[src/rtl/pll_seq_pkg.sv]
// Shared types and defaults for the PLL configuration sequencer.
package pll_seq_pkg;

  typedef enum logic [2:0] {
    StIdle,
    StHoldRst,
    StWaitLock,
    StQualify,
    StLocked,
    StFail
  } seq_state_e;

  localparam int unsigned DefResetHold   = 16;
  localparam int unsigned DefLockTimeout = 65536;
  localparam int unsigned DefStableCycles = 256;
  localparam int unsigned DefMaxRetries  = 3;

  // Bits needed to hold 0..n-1, never less than one.
  function automatic int unsigned cnt_width(input int unsigned n);
    return (n <= 1) ? 1 : $clog2(n);
  endfunction

endpackage

[src/rtl/pll_cfg_sequencer.sv]
// Brings a PLL out of reset, qualifies lock, relocks warm on lock loss and
// retries cold on timeout. Single sys_clk domain, all outputs registered.
module pll_cfg_sequencer
  import pll_seq_pkg::*;
#(
  parameter int unsigned RESET_HOLD    = DefResetHold,
  parameter int unsigned LOCK_TIMEOUT  = DefLockTimeout,
  parameter int unsigned STABLE_CYCLES = DefStableCycles,
  parameter int unsigned MAX_RETRIES   = DefMaxRetries
) (
  input  logic        sys_clk,
  input  logic        rst,
  input  logic        cfg_valid,
  output logic        cfg_ready,
  input  logic [31:0] cfg_div_val,
  input  logic [31:0] cfg_initial_freq,
  output logic        pll_rst_n,
  output logic [31:0] pll_div_val,
  output logic [31:0] pll_initial_freq,
  input  logic        pll_lock_detect,
  input  logic [31:0] pll_dco_word,
  output logic        locked,
  output logic        busy,
  output logic        error,
  output logic        lock_lost,
  output logic [2:0]  retry_count,
  output logic [31:0] locked_dco_word
);

  // The attempt timer also paces the reset hold, so it must cover both.
  localparam int unsigned TimerMax = (LOCK_TIMEOUT > RESET_HOLD) ? LOCK_TIMEOUT : RESET_HOLD;
  localparam int unsigned TimerW   = cnt_width(TimerMax);
  localparam int unsigned StableW  = cnt_width(STABLE_CYCLES);

  localparam logic [TimerW-1:0]  TimeoutLast = TimerW'(LOCK_TIMEOUT - 1);
  localparam logic [TimerW-1:0]  HoldLast    = TimerW'(RESET_HOLD - 1);
  localparam logic [StableW-1:0] StableLast  = StableW'(STABLE_CYCLES - 1);
  localparam logic [2:0]         RetryMax    = 3'(MAX_RETRIES);

  seq_state_e         state_q, state_d;
  logic [TimerW-1:0]  timer_q, timer_d, timer_inc;
  logic [StableW-1:0] stable_q, stable_d, stable_inc;
  logic [2:0]         retry_q, retry_d;
  logic [31:0]        cfg_freq_q, cfg_freq_d;
  logic [31:0]        pll_div_q, pll_div_d;
  logic [31:0]        pll_freq_q, pll_freq_d;
  logic [31:0]        dco_q, dco_d;
  logic               lock_lost_q, lock_lost_d;
  logic               cfg_ready_q, cfg_ready_d;
  logic               pll_rst_n_q, pll_rst_n_d;
  logic               locked_q, locked_d;
  logic               busy_q, busy_d;
  logic               error_q, error_d;
  logic               xfer, expire;

  assign xfer       = cfg_valid & cfg_ready_q;
  assign timer_inc  = (timer_q == '1) ? timer_q : timer_q + 1'b1;
  assign stable_inc = (stable_q == '1) ? stable_q : stable_q + 1'b1;

  always_comb begin
    state_d     = state_q;
    timer_d     = timer_q;
    stable_d    = stable_q;
    retry_d     = retry_q;
    cfg_freq_d  = cfg_freq_q;
    pll_div_d   = pll_div_q;
    pll_freq_d  = pll_freq_q;
    dco_d       = dco_q;
    lock_lost_d = 1'b0;
    expire      = 1'b0;

    unique case (state_q)
      StIdle, StFail: ;
      StHoldRst: begin
        if (timer_q == HoldLast) begin
          state_d = StWaitLock;
          timer_d = '0;
        end else begin
          timer_d = timer_inc;
        end
      end
      StWaitLock: begin
        timer_d = timer_inc;
        if (timer_q == TimeoutLast) begin
          expire = 1'b1;
        end else if (pll_lock_detect) begin
          state_d  = StQualify;
          stable_d = '0;
        end
      end
      StQualify: begin
        timer_d = timer_inc;
        // Timeout outranks a qualification completing on the same cycle.
        if (timer_q == TimeoutLast) begin
          expire = 1'b1;
        end else if (!pll_lock_detect) begin
          state_d  = StWaitLock;
          stable_d = '0;
        end else if (stable_q == StableLast) begin
          state_d = StLocked;
          dco_d   = pll_dco_word;
        end else begin
          stable_d = stable_inc;
        end
      end
      StLocked: begin
        // Warm relock: keep the PLL running and restart from the captured word.
        if (!pll_lock_detect) begin
          state_d     = StWaitLock;
          timer_d     = '0;
          pll_freq_d  = dco_q;
          lock_lost_d = 1'b1;
        end
      end
      default: state_d = StIdle;
    endcase

    if (expire) begin
      if (retry_q == RetryMax) begin
        state_d = StFail;
      end else begin
        state_d    = StHoldRst;
        timer_d    = '0;
        retry_d    = retry_q + 3'd1;
        pll_freq_d = cfg_freq_q;
      end
    end

    if (xfer) begin
      state_d     = StHoldRst;
      timer_d     = '0;
      stable_d    = '0;
      retry_d     = '0;
      pll_div_d   = cfg_div_val;
      pll_freq_d  = cfg_initial_freq;
      cfg_freq_d  = cfg_initial_freq;
      lock_lost_d = 1'b0;
    end

    cfg_ready_d = (state_d == StIdle) || (state_d == StLocked) || (state_d == StFail);
    busy_d      = (state_d == StHoldRst) || (state_d == StWaitLock) || (state_d == StQualify);
    pll_rst_n_d = (state_d == StWaitLock) || (state_d == StQualify) || (state_d == StLocked);
    locked_d    = (state_d == StLocked);
    error_d     = (state_d == StFail);
  end

  always_ff @(posedge sys_clk) begin
    if (rst) begin
      state_q     <= StIdle;
      timer_q     <= '0;
      stable_q    <= '0;
      retry_q     <= '0;
      cfg_freq_q  <= '0;
      pll_div_q   <= '0;
      pll_freq_q  <= '0;
      dco_q       <= '0;
      lock_lost_q <= 1'b0;
      cfg_ready_q <= 1'b0;
      pll_rst_n_q <= 1'b0;
      locked_q    <= 1'b0;
      busy_q      <= 1'b0;
      error_q     <= 1'b0;
    end else begin
      state_q     <= state_d;
      timer_q     <= timer_d;
      stable_q    <= stable_d;
      retry_q     <= retry_d;
      cfg_freq_q  <= cfg_freq_d;
      pll_div_q   <= pll_div_d;
      pll_freq_q  <= pll_freq_d;
      dco_q       <= dco_d;
      lock_lost_q <= lock_lost_d;
      cfg_ready_q <= cfg_ready_d;
      pll_rst_n_q <= pll_rst_n_d;
      locked_q    <= locked_d;
      busy_q      <= busy_d;
      error_q     <= error_d;
    end
  end

  assign cfg_ready        = cfg_ready_q;
  assign pll_rst_n        = pll_rst_n_q;
  assign pll_div_val      = pll_div_q;
  assign pll_initial_freq = pll_freq_q;
  assign locked           = locked_q;
  assign busy             = busy_q;
  assign error            = error_q;
  assign lock_lost        = lock_lost_q;
  assign retry_count      = retry_q;
  assign locked_dco_word  = dco_q;

endmodule
[config.mk]
export PLATFORM = sky130hd
export DESIGN_NAME = pll_cfg_sequencer
export DESIGN_NICKNAME = d
export VERILOG_FILES = /design/src/rtl/pll_seq_pkg.sv /design/src/rtl/pll_cfg_sequencer.sv
export SDC_FILE = /design/constraint.sdc
export NUM_CORES = 1
export LEC_CHECK = 0
export ABC_AREA = 1
export BUFFER_PORTS_ARGS = -buffer_cell sky130_fd_sc_hd__buf_4
export CAP_MARGIN = 5
export CORE_MARGIN = 2
export CORE_UTILIZATION = 45
export DETAILED_ROUTE_END_ITERATION = 8
export GPL_ROUTABILITY_DRIVEN = 0
export HOLD_SLACK_MARGIN = 0.03
export PLACE_DENSITY = 0.71
export SETUP_SLACK_MARGIN = 0.5
export SLEW_MARGIN = 20
export SYNTH_ARGS = -nofsm -noshare
export SYNTH_HDL_FRONTEND = slang
export SYNTH_SLANG_ARGS = --single-unit
[constraint.sdc]
create_clock -name sys_clk -period 2.7 [get_ports sys_clk]
set_input_delay 0.81 -clock sys_clk [delete_from_list [all_inputs] [get_ports sys_clk]]
set_output_delay 0.81 -clock sys_clk [all_outputs]
set_load 0.01 [all_outputs]
==> run_summary.xml <==
<?xml version="1.0" encoding="UTF-8"?>
<metrics>
  <group name="power">
    <metric name="design_power_total" unit="mW">5.51</metric>
    <metric name="power.internal" unit="mW">4.09</metric>
    <metric name="share_seq_of_total_power" unit="%">46.1</metric>
    <metric name="power.density_cell_area" unit="mW/mm^2">582</metric>
    <metric name="p_sw_share" unit="%">25.7</metric>
    <metric name="share_of_total_power_in_the_clock_network" unit="%">43.8</metric>
    <metric name="power.static_leakage" unit="nW">4.41</metric>
    <metric name="combPwrFrac" unit="%">10.0</metric>
    <metric name="p_sw" unit="mW">1.42</metric>
    <metric name="power.ir.vdd_worst" unit="mV">0.473</metric>
  </group>
  <group name="cts">
    <metric name="worstSkewPairLatency" unit="ps">430</metric>
    <metric name="cts.htree.levels" unit="">4</metric>
    <metric name="tritoncts_num_sinks" unit="">164</metric>
    <metric name="cts-hold-fix-buffers" unit="">0</metric>
    <metric name="clk_root_buffer_cell" unit="">sky130_fd_sc_hd__clkbuf_16</metric>
    <metric name="cts_tree" unit="">yes</metric>
    <metric name="cts-buffers-inserted" unit="">17</metric>
    <metric name="clock_path_buffers" unit="">2</metric>
    <metric name="cts.reportedPaths.clkPinSlew" unit="ps">70</metric>
  </group>
  <group name="sta">
    <metric name="fmax" unit="GHz">0.471</metric>
    <metric name="clock_skew" unit="ps">10.4</metric>
    <metric name="relSlewSlack" unit="%">51.9</metric>
    <metric name="final-setup-viol-count" unit="">0</metric>
    <metric name="report.final.hold_viol_count" unit="">0</metric>
    <metric name="tightest_slew" unit="ps">722</metric>
    <metric name="timing.final.max_slew_violations" unit="">0</metric>
    <metric name="final.setup.tns" unit="ps">0</metric>
    <metric name="whs" unit="ps">473</metric>
    <metric name="timing.final.crit_share" unit="%">78.6</metric>
    <metric name="grt_setup_unrepaired" unit="">yes</metric>
    <metric name="layout_min_cycle_time" unit="ps">2120</metric>
    <metric name="finalWorstSetupSlack" unit="ps">577</metric>
  </group>
  <group name="floorplan">
    <metric name="floorplan.die.height" unit="microns">130</metric>
    <metric name="coreArea" unit="sq mm">0.0157</metric>
    <metric name="placementRows" unit="">46</metric>
    <metric name="die_w" unit="microns">130</metric>
    <metric name="pin_count" unit="">205</metric>
    <metric name="die_area" unit="sq mm">0.0169</metric>
    <metric name="initial_core_util" unit="%">45.6</metric>
  </group>
  <group name="placed_design">
    <metric name="portBuffers" unit="">204</metric>
    <metric name="placed_cells_incl_taps" unit="">1407</metric>
    <metric name="dp_hpwl" unit="mm">13.6</metric>
    <metric name="dpl-instance-area" unit="sq mm">0.00881</metric>
    <metric name="dp_slack" unit="ps">470</metric>
  </group>
  <group name="final_layout">
    <metric name="syn_to_final_growth" unit="%">32.3</metric>
    <metric name="diodes" unit="">0</metric>
    <metric name="area.sequential" unit="sq mm">0.00328</metric>
    <metric name="drive_gt1_share" unit="%">23.8</metric>
    <metric name="non_filler_cells_final" unit="">1444</metric>
    <metric name="fillerInstances" unit="">1479</metric>
    <metric name="final_design_area_no_fill" unit="sq mm">0.00947</metric>
    <metric name="final_net_count" unit="">1319</metric>
    <metric name="multi_input_gate_area" unit="sq mm">0.00343</metric>
    <metric name="final_util" unit="%">60.3</metric>
  </group>
  <group name="yosys">
    <metric name="synth_async_sr_flop_share" unit="%">0</metric>
    <metric name="number_of_cells_produced_by_synthesis" unit="">1028</metric>
    <metric name="synth_flop_cell" unit="">sky130_fd_sc_hd__dfxtp_1</metric>
    <metric name="synth.yosys.warnings" unit="">0</metric>
    <metric name="synth_commonest_cells" unit="">298 x sky130_fd_sc_hd__nand2_1, 185 x sky130_fd_sc_hd__nor2_1, 164 x sky130_fd_sc_hd__dfxtp_1, 76 x sky130_fd_sc_hd__o21ai_0, 67 x sky130_fd_sc_hd__a21oi_1</metric>
    <metric name="distinct_cells_synth" unit="">37</metric>
    <metric name="synth_top_area_share" unit="%">45.9</metric>
    <metric name="avgSynthCellArea" unit="sq um">6.96</metric>
    <metric name="yosysSeqAreaShare" unit="%">45.9</metric>
    <metric name="synth.net_count" unit="">1132</metric>
    <metric name="synthTopCellsByArea" unit="">sky130_fd_sc_hd__dfxtp_1 46%, sky130_fd_sc_hd__nand2_1 16%, sky130_fd_sc_hd__nor2_1 9.7%</metric>
    <metric name="synth_top_cell_by_area" unit="">sky130_fd_sc_hd__dfxtp_1</metric>
    <metric name="synth.ff_latch_count" unit="">164</metric>
    <metric name="synthMostInstantiatedCell" unit="">sky130_fd_sc_hd__nand2_1</metric>
    <metric name="syn_area" unit="sq mm">0.00716</metric>
    <metric name="synth_edf_count" unit="">0</metric>
  </group>
  <group name="setup_path">
    <metric name="worst-path-max-fanout" unit="">8</metric>
    <metric name="worst-endpoint-arrival" unit="ps">2440</metric>
    <metric name="cp_launch_type" unit="">flip-flop</metric>
    <metric name="register_to_register_setup_slack" unit="ps">580</metric>
    <metric name="r2r_start" unit="">timer_q[1]</metric>
    <metric name="worst-setup-path-type" unit="">flip-flop to flip-flop</metric>
    <metric name="worst-endpoint-required" unit="ps">3020</metric>
    <metric name="timing.critical_path.to_type" unit="">flip-flop</metric>
    <metric name="r2r-end" unit="">pll_initial_freq[31]</metric>
    <metric name="worst-r2r-cell-count" unit="">9</metric>
  </group>
  <group name="hold_path">
    <metric name="hold_path_depth" unit="">2</metric>
    <metric name="timing.hold.worst.start" unit="">cfg_freq_q[11]</metric>
    <metric name="hold-path-endpoint" unit="">cfg_freq_q[11]</metric>
    <metric name="class_of_the_tightest_hold_or_removal_check" unit="">flip-flop to flip-flop</metric>
  </group>
  <group name="route">
    <metric name="detail-route-antenna-nets" unit="">0</metric>
    <metric name="post_drt_via_cell_ratio" unit="">4.94</metric>
    <metric name="firstDrtPassIters" unit="">6</metric>
    <metric name="routed-via-count" unit="">7140</metric>
    <metric name="wl_per_cell" unit="microns">14.0</metric>
    <metric name="drt_first_iter_violations" unit="">441</metric>
    <metric name="route.final.wire_length" unit="mm">20.2</metric>
    <metric name="drc" unit="">0</metric>
  </group>
  <group name="job">
    <metric name="max-cap-violations" unit="">0</metric>
  </group>
  <group name="run_status">
    <metric name="outcome" unit="">finished clean</metric>
  </group>
  <group name="global_route">
    <metric name="grt_pass1_wl" unit="mm">32.4</metric>
    <metric name="groute.usage.overall" unit="%">24.0</metric>
    <metric name="grt_antenna_before_repair" unit="">0</metric>
    <metric name="grt_overflow_total" unit="">0</metric>
    <metric name="grt_pass1_vias" unit="">6554</metric>
    <metric name="largest_net_degree_at_the_start_of_global_routing" unit="">69</metric>
  </group>
</metrics>
-- worst max-delay path, cell delays in order, from the launching register on --
cell and delay (ps):
sky130_fd_sc_hd__dfxtp_1 390, sky130_fd_sc_hd__ha_1 240, sky130_fd_sc_hd__nand2_1 110, sky130_fd_sc_hd__nor2_4 180, sky130_fd_sc_hd__nand2_4 100, sky130_fd_sc_hd__nor2_8 120
sky130_fd_sc_hd__nand4_4 220, sky130_fd_sc_hd__nand3_4 230, sky130_fd_sc_hd__clkinvlp_4 230, sky130_fd_sc_hd__o21a_1 210
-- power groups by stage --
stage	Sequential, mW	Combinational (mW)	Clock [mW]
global placement	2.59	0.542	0
CTS	2.54	0.549	2.45
detailed placement	2.60	0.547	0
finish	2.54	0.553	2.41
global route	2.55	0.610	2.55
floorplan	2.62	0.247	0
-- kinds of logic after synthesis --
kind of cell / share of synthesized area, %
and+or+nand+nor: 34.2
AOI/OAI and AO/OA: 12.4
DFF: 45.9
adders and majority gates: 0.699
buffers and inverters: 6.59
xor gates and xnor gates: 0.245
-- layer usage --
metal / up-vias / share of wire, % / track usage [%] / routed length [microns]
li1: 3664 / - / - / -
met1: 3259 / 44 / 30.2 / 8830
met2: 187 / 49 / 40.5 / 9840
met3: 30 / 5.6 / 6.31 / 1140
met4: 0 / 2.0 / 7.27 / 408
met5: - / 0 / 0 / 0
-- sequential cells by signal (all words and copies together), names as in the netlist, 3 cells and up --
register and count:
timer_q 16, locked_dco_word 32, pll_div_val 32, cfg_freq_q 32, pll_initial_freq 32, stable_q 8
retry_count 3, state_q 3
-- repair_timing --
action	in CTS	in global routing
gates resized for setup	0	8
buffers inserted	0	4
setup endpoints to repair	0	69
hold endpoints to repair	0	0
-- placed cells by master, fill, tap and decap left out, types with 5 or more instances in the layout --
master | netlist | layout
sky130_fd_sc_hd__a21oi_1 | 67 | 67
sky130_fd_sc_hd__buf_4 | 1 | 217
sky130_fd_sc_hd__dfxtp_1 | 164 | 164
sky130_fd_sc_hd__nor3_1 | 7 | 7
sky130_fd_sc_hd__a21oi_2 | 10 | 10
sky130_fd_sc_hd__nand3_2 | 6 | 5
sky130_fd_sc_hd__o21ai_0 | 76 | 76
sky130_fd_sc_hd__nand4_1 | 5 | 5
sky130_fd_sc_hd__nand3_1 | 64 | 64
sky130_fd_sc_hd__o21ai_1 | 5 | 5
sky130_fd_sc_hd__nor2_1 | 185 | 185
sky130_fd_sc_hd__nand2_2 | 4 | 6
sky130_fd_sc_hd__clkbuf_16 | 0 | 17
sky130_fd_sc_hd__inv_1 | 51 | 48
sky130_fd_sc_hd__nand2_1 | 298 | 295
-- final cells by class --
type / instances / share of cell area [%]
repair buffers: 220 / 17.7
clock buffers: 19 / 4.68
multi-input cells: 756 / 36.2
clock inverters: 13 / 1.51
repair inverters: 1 / 0.0793
flip-flops and latches: 164 / 34.7
inverters: 55 / 2.22
well taps: 216 / 2.85
-- worst max path at each step --
stage               startpoint                   end  slack, ps  cells after the start
2_1_floorplan  pll_lock_detect           stable_q[4]        720                     10
3_3_place_gp   pll_lock_detect           stable_q[4]        480                     10
3_5_place_dp   pll_lock_detect           stable_q[4]        470                     10
4_1_cts             timer_q[1]           stable_q[4]        550                      9
5_1_grt             timer_q[1]  pll_initial_freq[31]        460                      9
6_report            timer_q[1]  pll_initial_freq[31]        580                      9
Note: power is estimated with default switching activity, not from simulation.
